File: src/rtl/csi_lane_distributor.sv
// CSI-2 lane distributor: spreads packet beats across D-PHY data lanes and frames each
// burst with HS request, sync byte and per-lane trailer sequences.
module csi_lane_distributor #(
  parameter int LANES         = 2,
  parameter int SETTLE_CYCLES = 4,
  parameter int TRAIL_CYCLES  = 2
) (
  input  logic                 hs_clk,
  input  logic                 rst_n,
  input  logic [8*LANES-1:0]   in_data,
  input  logic [LANES-1:0]     in_strb,
  input  logic                 in_valid,
  input  logic                 in_last,
  output logic                 in_ready,
  output logic [LANES-1:0]     hs_req,
  output logic [8*LANES-1:0]   hs_data,
  output logic [LANES-1:0]     hs_valid,
  output logic                 busy,
  output logic                 err_underflow
);

  typedef enum logic [2:0] {IDLE, REQ, SYNC, DATA, TRAIL, EXIT} state_t;

  state_t             state, state_nxt;
  logic [3:0]         cnt, cnt_nxt;
  logic [8*LANES-1:0] last_q, last_nxt;
  logic [8*LANES-1:0] data_nxt;
  logic [LANES-1:0]   valid_nxt;
  logic               req_nxt, err_nxt;

  function automatic logic [7:0] trailer_of(input logic [7:0] b);
    return b[7] ? 8'h00 : 8'hFF;
  endfunction

  always_comb begin
    state_nxt = state;
    cnt_nxt   = cnt;
    case (state)
      IDLE: begin
        if (in_valid) begin
          state_nxt = REQ;
          cnt_nxt   = '0;
        end
      end
      REQ: begin
        if (cnt == 4'(SETTLE_CYCLES - 1)) begin
          state_nxt = SYNC;
          cnt_nxt   = '0;
        end else begin
          cnt_nxt = cnt + 4'd1;
        end
      end
      SYNC: state_nxt = DATA;
      DATA: begin
        if (in_valid && in_last) begin
          state_nxt = TRAIL;
          cnt_nxt   = '0;
        end
      end
      TRAIL: begin
        if (cnt == 4'(TRAIL_CYCLES - 1)) begin
          state_nxt = EXIT;
          cnt_nxt   = '0;
        end else begin
          cnt_nxt = cnt + 4'd1;
        end
      end
      EXIT:    state_nxt = IDLE;
      default: state_nxt = IDLE;
    endcase
  end

  // Lane outputs are computed from the current state and registered, so the
  // visible lane sequence trails the state sequence by one cycle.
  always_comb begin
    req_nxt   = (state == REQ) || (state == SYNC) || (state == DATA) || (state == TRAIL);
    valid_nxt = '0;
    data_nxt  = '0;
    last_nxt  = last_q;
    err_nxt   = err_underflow;
    case (state)
      SYNC: begin
        valid_nxt = '1;
        data_nxt  = {LANES{8'hB8}};
      end
      DATA: begin
        if (in_valid) begin
          for (int unsigned k = 0; k < LANES; k++) begin
            if (in_strb[k]) begin
              valid_nxt[k]          = 1'b1;
              data_nxt[8*k +: 8]    = in_data[8*k +: 8];
              last_nxt[8*k +: 8]    = in_data[8*k +: 8];
            end else if (in_last) begin
              valid_nxt[k]          = 1'b1;
              data_nxt[8*k +: 8]    = trailer_of(last_q[8*k +: 8]);
            end
          end
        end else begin
          err_nxt = 1'b1;
        end
      end
      TRAIL: begin
        valid_nxt = '1;
        for (int unsigned k = 0; k < LANES; k++) begin
          data_nxt[8*k +: 8] = trailer_of(last_q[8*k +: 8]);
        end
      end
      default: ;
    endcase
  end

  always_ff @(posedge hs_clk or negedge rst_n) begin
    if (!rst_n) begin
      state         <= IDLE;
      cnt           <= '0;
      last_q        <= '0;
      hs_req        <= '0;
      hs_valid      <= '0;
      hs_data       <= '0;
      in_ready      <= 1'b0;
      busy          <= 1'b0;
      err_underflow <= 1'b0;
    end else begin
      state         <= state_nxt;
      cnt           <= cnt_nxt;
      last_q        <= last_nxt;
      hs_req        <= {LANES{req_nxt}};
      hs_valid      <= valid_nxt;
      hs_data       <= data_nxt;
      in_ready      <= (state_nxt == DATA);
      busy          <= (state_nxt != IDLE);
      err_underflow <= err_nxt;
    end
  end

endmodule

File: config.mk
export PLATFORM = sky130hd
export DESIGN_NAME = csi_lane_distributor
export DESIGN_NICKNAME = d
export VERILOG_FILES = /design/src/rtl/csi_lane_distributor.sv
export SDC_FILE = /design/constraint.sdc
export NUM_CORES = 1
export LEC_CHECK = 0
export ABC_CLOCK_PERIOD_IN_PS = 4300
export CAP_MARGIN = 40
export CELL_PAD_IN_SITES_DETAIL_PLACEMENT = 0
export CELL_PAD_IN_SITES_GLOBAL_PLACEMENT = 1
export CORE_MARGIN = 4
export CORE_UTILIZATION = 37
export DETAILED_ROUTE_END_ITERATION = 7
export PLACE_DENSITY = 0.88
export SYNTH_ARGS = -nofsm -noshare
export SYNTH_HDL_FRONTEND = slang
export SYNTH_SLANG_ARGS = --single-unit
File: constraint.sdc
create_clock -name hs_clk -period 4.3 [get_ports hs_clk]
set_input_delay 0.86 -clock hs_clk [delete_from_list [all_inputs] [get_ports hs_clk]]
set_output_delay 0.86 -clock hs_clk [all_outputs]
set_load 0.01 [all_outputs]
==> reports/qor.yml, run 1 <==
run_status:
  status: "completed"
floorplanning:
  initial_core_util_pct: 38.1
  ios: 45
  die_h_um: 69.4
  core_um2: 3660
  design.die.area_um2: 4820
  die_w_um: 69.4
  std_cell_rows: 22
critical_path:
  worstPathMaxFanout: 5
  crit_chain: "clkdlybuf4s50_1 -> nand2_1 -> a21oi_1 -> o2bb2ai_1 -> mux2_2"
  path_class: "in2reg"
  end_kind: "register"
  cp_slowest_cell: "clkdlybuf4s50_1"
  critPathArrivalTime_ns: 2.23
  critical-path-max-stage-delay_ns: 0.55
  required_ns: 4.46
  cp-start-kind: "input pin"
final_layout:
  fillCellCount: 319
  multi_input_area_um2: 578
  diodes: 0
  fin_nets: 203
  drive_above_1_share_pct: 8.94
  final_cell_mix: "clkdlybuf4s50_1, dfrtp_1, o21ai_0"
  area_delta_synth_final_pct: 41.2
  mostFrequentLayoutCell: "clkdlybuf4s50_1"
  regArea_um2: 776
  instances_no_fill: 227
global_route:
  grt_pass1_vias: 1158
  antenna_found_initial: 0
  grt_overflow_total: 0
  grt_max_degree: 21
  grt_use_total_pct: 13.3
  grt_first_pass_wirelength_um: 5060
logic_synthesis:
  syn_nets: 155
  syn_area_per_cell_um2: 10.7
  synth_area_um2: 1400
  synthArstFlopShare_pct: 100
  synth_warnings: 0
  yosys_register_bits: 31
  yosys_most_used_dff: "dfrtp_1"
  synth_seq_area_share_pct: 55.6
  synth_cells: 130
  ys_types: 30
  synth_edf_count: 0
sta:
  worst_slew_pin_slew_ns: 0.404
  setup_viol_count_final: 0
  hold_viol_final: 0
  relSlewSlack_pct: 73.1
  max_freq_mhz: 484
  fin_crit_sh_pct: 48.1
  final_max_slew_viol_count: 0
  rsz0062_at_grt: "false"
  fin_skew_ns: 0.00555
  fin_crit_ns: 2.07
  setup_tns_ns: 0
cts:
  cts.clk_slew.worst_paths_ns: 0.06
  cts_tree: "built"
  hold_buffers: 0
  clock-sinks: 31
  ctsResizeCount: 0
  htree_levels: 2
  cts-root-buf: "clkbuf_8"
  clk_latency_ns: 0.28
  clockBufferDepth: 2
  post-cts-setup-buffer-count: 0
  cts_made_buffers: 5
pwr:
  clkPwrFrac_pct: 18.3
  ir_drop_mv: 0.237
  seqPwrFrac_pct: 41.8
  power_uw: 1150
  intPower_uw: 773
  combPwrFrac_pct: 39.9
  switching_share_pct: 32.8
  p_switching_uw: 377
  p_per_area_nw_per_um2: 584
  power_leakage_uw: 0.000845
drt:
  drc: 0
  routedWlPerCell_um: 13.1
  drt_pass1_iterations: 4
  drt_wl_total_um: 2970
  via_per_inst: 5.00
  vias: 1134
  ant_nets: 0
  first_iter_violations: 66
worst_hold_path:
  hold_path.class: "reg2reg"
placed_design:
  gp_congestion: 0.719
  dp_hpwl_um: 2350
  portBuffers: 44
  numPlacedInstances: 219
job:
  cap_violations: 0
==> cells in the mapped netlist, drive strengths merged (2+ instances only) <==
library cell / instances / area, um2
ha: 3 / 37.5
nor2: 7 / 26.3
nand2b: 5 / 31.3
a21oi: 4 / 20.0
inv: 3 / 11.3
nand2: 7 / 26.3
o21a: 2 / 15.0
nor3b: 2 / 15.0
dfrtp: 31 / 776
or3: 3 / 18.8
buf: 2 / 18.8
mux2: 3 / 33.8
a31o: 2 / 17.5
a31oi: 2 / 12.5
o21ai: 22 / 110
nor2b: 17 / 106
clkbuf: 3 / 11.3
==> layout make-up <==
cell class	count	share of cell area, %
Clock buffer	7	3.88
Clock inverter	1	0.254
Inverter	3	0.572
Multi-Input combinational cell	91	29.4
Sequential cell	31	39.4
Tap cell	48	3.05
Timing Repair Buffer	46	23.5
==> worst max-delay path: cells and delay by family <==
kind | cells | cell delay (ns)
multiplexers | 1 | 0.37
AO/OA/AOI/OAI | 2 | 0.37
buffers and inverters | 1 | 0.55
AND/OR/NAND/NOR | 1 | 0.08
==> flip-flops by register name, indices dropped and copies added, names as in the netlist <==
register,count
busy,1
cnt,4
err_underflow,1
hs_data,16
hs_req,1
hs_valid,2
in_ready,1
last_q,2
state,3
==> worst paths after layout <==
path,startpoint,endpoint,slack (ns),cells past startpoint
worst min register to register,err_underflow,err_underflow,0.47,1
worst min-delay path,err_underflow,err_underflow,0.47,1
max in group asynchronous,rst_n,hs_data[12],3.02,2
min in group asynchronous,rst_n,hs_valid[1],0.85,1
worst max register to register,state[0],cnt[3],2.58,4
worst max-delay path,in_valid,cnt[1],2.23,5
==> logic make-up after synthesis <==
kind of cell	synth area share (%)
and+or+nand+nor	18.4
AOI/OAI and AO/OA	16.6
DFF	55.6
buffers and inverters	2.96
muxes	3.14
adders and majority gates	2.69
xor gates and xnor gates	0.628
==> layer usage <==
| layer | global-route usage [%] | wire [um] | vias up |
|---|---|---|---|
| li1 | - | - | 546 |
| met1 | 14.2 | 1180 | 553 |
| met2 | 23.3 | 1600 | 30 |
| met3 | 3.77 | 144 | 5 |
| met4 | 7.16 | 50 | 0 |
| met5 | 0 | 0 | - |
==> per-stage QoR <==
stage	hold slack (ns)	utilization, %	area, um2	worst slack [ns]
6_report	0.470	53.8	1970	2.23
5_1_grt	0.490	53.8	1970	2.13
4_1_cts	0.474	53.8	1970	2.24
3_5_place_dp	0.461	51.6	1890	1.95
3_3_place_gp	0.468	51.2	1870	1.97
2_1_floorplan	0.497	-	1400	2.62
==> power by group through the flow <==
stage          sequential (uW)  clock, uW  combinational (uW)
5_1_grt                    497        234                 504
6_report                   480        211                 458
4_1_cts                    482        217                 467
2_1_floorplan              498          0                 221
3_5_place_dp               488          0                 465
3_3_place_gp               478          0                 452
(Power assumes the default switching activity.)
==> run 2, diff against run 1 <==
Settings changed: ABC_CLOCK_PERIOD_IN_PS 4300 to 1910, CORE_UTILIZATION 37 to 34, PLACE_DENSITY 0.88 to 0.82.
Clock period 4.3 ns to 1.91 ns, I/O delays scaled along.
==> reports/qor.yml, run 2 (same netlist as run 1, synthesis figures left out) <==
final_layout:
  mostFrequentLayoutCell: "clkdlybuf4s50_1"
  regArea_um2: 776  # unchanged
  final_cell_mix: "clkdlybuf4s50_1, dfrtp_1, o21ai_0"
  largest_reg_flops: 16  # unchanged
  drive_above_1_share_pct: 12.0  # +3.1 points
  top_regs: "hs_data: 16 flops, cnt: 4 flops, state: 3 flops"
  diodes: 0  # unchanged
  area_delta_synth_final_pct: 45.6
  regMostFlops: "hs_data"
  fillCellCount: 360  # +13%
  fin_nets: 207  # +2.0%
  multi_input_area_um2: 578  # unchanged
drt:
  via_per_inst: 4.74  # -5.2%
  vias: 1104  # -2.6%
  drc: 0  # unchanged
  routedWlPerCell_um: 13.1  # about the same
  drt_wl_total_um: 3050  # +2.6%
  ant_nets: 0  # unchanged
  drt_pass1_iterations: 4  # unchanged
  first_iter_violations: 31  # -53%
pwr:
  intPower_uw: 1940  # +150%
  ir_drop_mv: 0.625  # +160%
  p_per_area_nw_per_um2: 1380  # +140%
  p_switching_uw: 858  # +130%
  clkPwrFrac_pct: 23.5  # +5.2 points
  combPwrFrac_pct: 38.3  # -1.6 points
  switching_share_pct: 30.7  # -2.1 points
  power_leakage_uw: 0.000881  # +4.2%
  power_uw: 2790  # +140%
  seqPwrFrac_pct: 38.2  # -3.6 points
sta:
  fin_crit_sh_pct: 86.1
  max_freq_mhz: 608
  hold_viol_final: 0  # unchanged
  setup_tns_ns: 0  # unchanged
  setup_viol_count_final: 0  # unchanged
  fin_crit_ns: 1.64
  rsz0062_at_grt: "false"
  relSlewSlack_pct: 73.1  # +0.090 points
  fin_skew_ns: 0.00305  # -0.00250 ns
  worst_slew_pin_slew_ns: 0.402  # -0.00222 ns
  final_max_slew_viol_count: 0  # unchanged
cts:
  cts-root-buf: "clkbuf_8"
  clk_latency_ns: 0.28  # about the same
  cts_made_buffers: 5  # unchanged
  clock-sinks: 31  # unchanged
  cts_tree: "built"
  htree_levels: 2  # unchanged
  clockBufferDepth: 2  # unchanged
  post-cts-setup-buffer-count: 0  # unchanged
  cts.clk_slew.worst_paths_ns: 0.06  # about the same
  ctsResizeCount: 0  # unchanged
  hold_buffers: 0  # unchanged
placed_design:
  dp_hpwl_um: 2320  # -1.0%
  portBuffers: 44  # unchanged
  gp_congestion: 0.720  # +0.19%
critical_path:
  required_ns: 2.08  # -2.38 ns
  timing.rr.end: "cnt[1]"
  reg2reg_depth: 6  # +2
  crit_start: "cnt[1]"
  r2r-start: "cnt[1]"
  critPathArrivalTime_ns: 1.81  # -0.42 ns
  ff2ff_setup_slack_ns: 0.27  # -2.31 ns
  path_class: "reg2reg"
  worstPathMaxFanout: 6  # +1
  cp-start-kind: "register"
  end_kind: "register"
global_route:
  grt_pass1_vias: 1135  # -2.0%
  antenna_found_initial: 0  # unchanged
  grt_use_total_pct: 12.7  # -0.60 points
  grt_overflow_total: 0  # unchanged
  grt_max_degree: 32  # +52%
  grt_first_pass_wirelength_um: 5040  # -0.41%
run_status:
  status: "completed"
floorplanning:
  ios: 45  # unchanged
  die_w_um: 72.1  # +3.8%
  initial_core_util_pct: 35.1  # -3.0 points
  core_um2: 3970  # +8.5%
  std_cell_rows: 23  # +4.5%
  design.die.area_um2: 5190  # +7.8%
  die_h_um: 72.1  # +3.8%
worst_hold_path:
  hold-path-cell-count: 1  # unchanged
  hold_end: "err_underflow"
  hold_path_startpoint: "err_underflow"
  hold_path.class: "reg2reg"
job:
  cap_violations: 0  # unchanged
==> run 2: area by class of cell <==
| cell class | instances | share of cell area, % |
|---|---|---|
| sequential | 31 | 38.2 |
| timing repair buffer | 50 | 23.9 |
| inverter | 3 | 0.555 |
| clock inverter | 2 | 1.73 |
| tap | 50 | 3.08 |
| multi-input combinational | 91 | 28.5 |
| clock buffer | 6 | 4.07 |
==> run 2: layer usage <==
metal	up-vias	wire length [um]	part of all wire (%)	global-route usage [%]
met5	-	0	0	0
met4	0	46	1.5	4.38
met3	6	284	9.3	5.68
met2	34	1450	48	21.6
met1	510	1270	41	14.0
li1	554	-	-	-
==> run 2: worst max-delay path, stage by stage, from the launching register on <==
cell and delay (ns):
dfrtp_1 0.43, inv_1 0.08, ha_1 0.15, nor3b_1 0.37, or3_1 0.17, o22ai_1 0.07
mux2_2 0.26
==> run 2: metrics by stage <==
stage / cell area, um2 / worst slack [ns] / util (%) / hold slack, ns / cells
after floorplan: 1400 / 0.426 / - / 0.0864 / 130
after global placement: 1910 / 0.116 / 48.2 / 0.451 / 225
after detailed placement: 1910 / 0.0345 / 48.2 / 0.467 / 225
after CTS: 2030 / 0.255 / 51.1 / 0.482 / 233
after global routing: 2030 / 0.107 / 51.1 / 0.521 / 233
final: 2030 / 0.266 / 51.1 / 0.478 / 233
==> run 2: worst max path at each step <==
stage	end	slack (ns)	cells past startpoint
2_1_floorplan	cnt[1]	0.43	6
3_3_place_gp	cnt[1]	0.12	5
3_5_place_dp	hs_data[6]	0.03	5
4_1_cts	cnt[1]	0.25	6
5_1_grt	cnt[3]	0.11	5
6_report	cnt[1]	0.27	6
==> run 2: power by group through the flow <==
stage	registers [uW]	clock network [uW]	logic, uW
after floorplan	1120	0	497
after global placement	1070	0	1070
after detailed placement	1080	0	1080
after CTS	1070	677	1090
after global routing	1100	711	1170
final	1070	657	1070
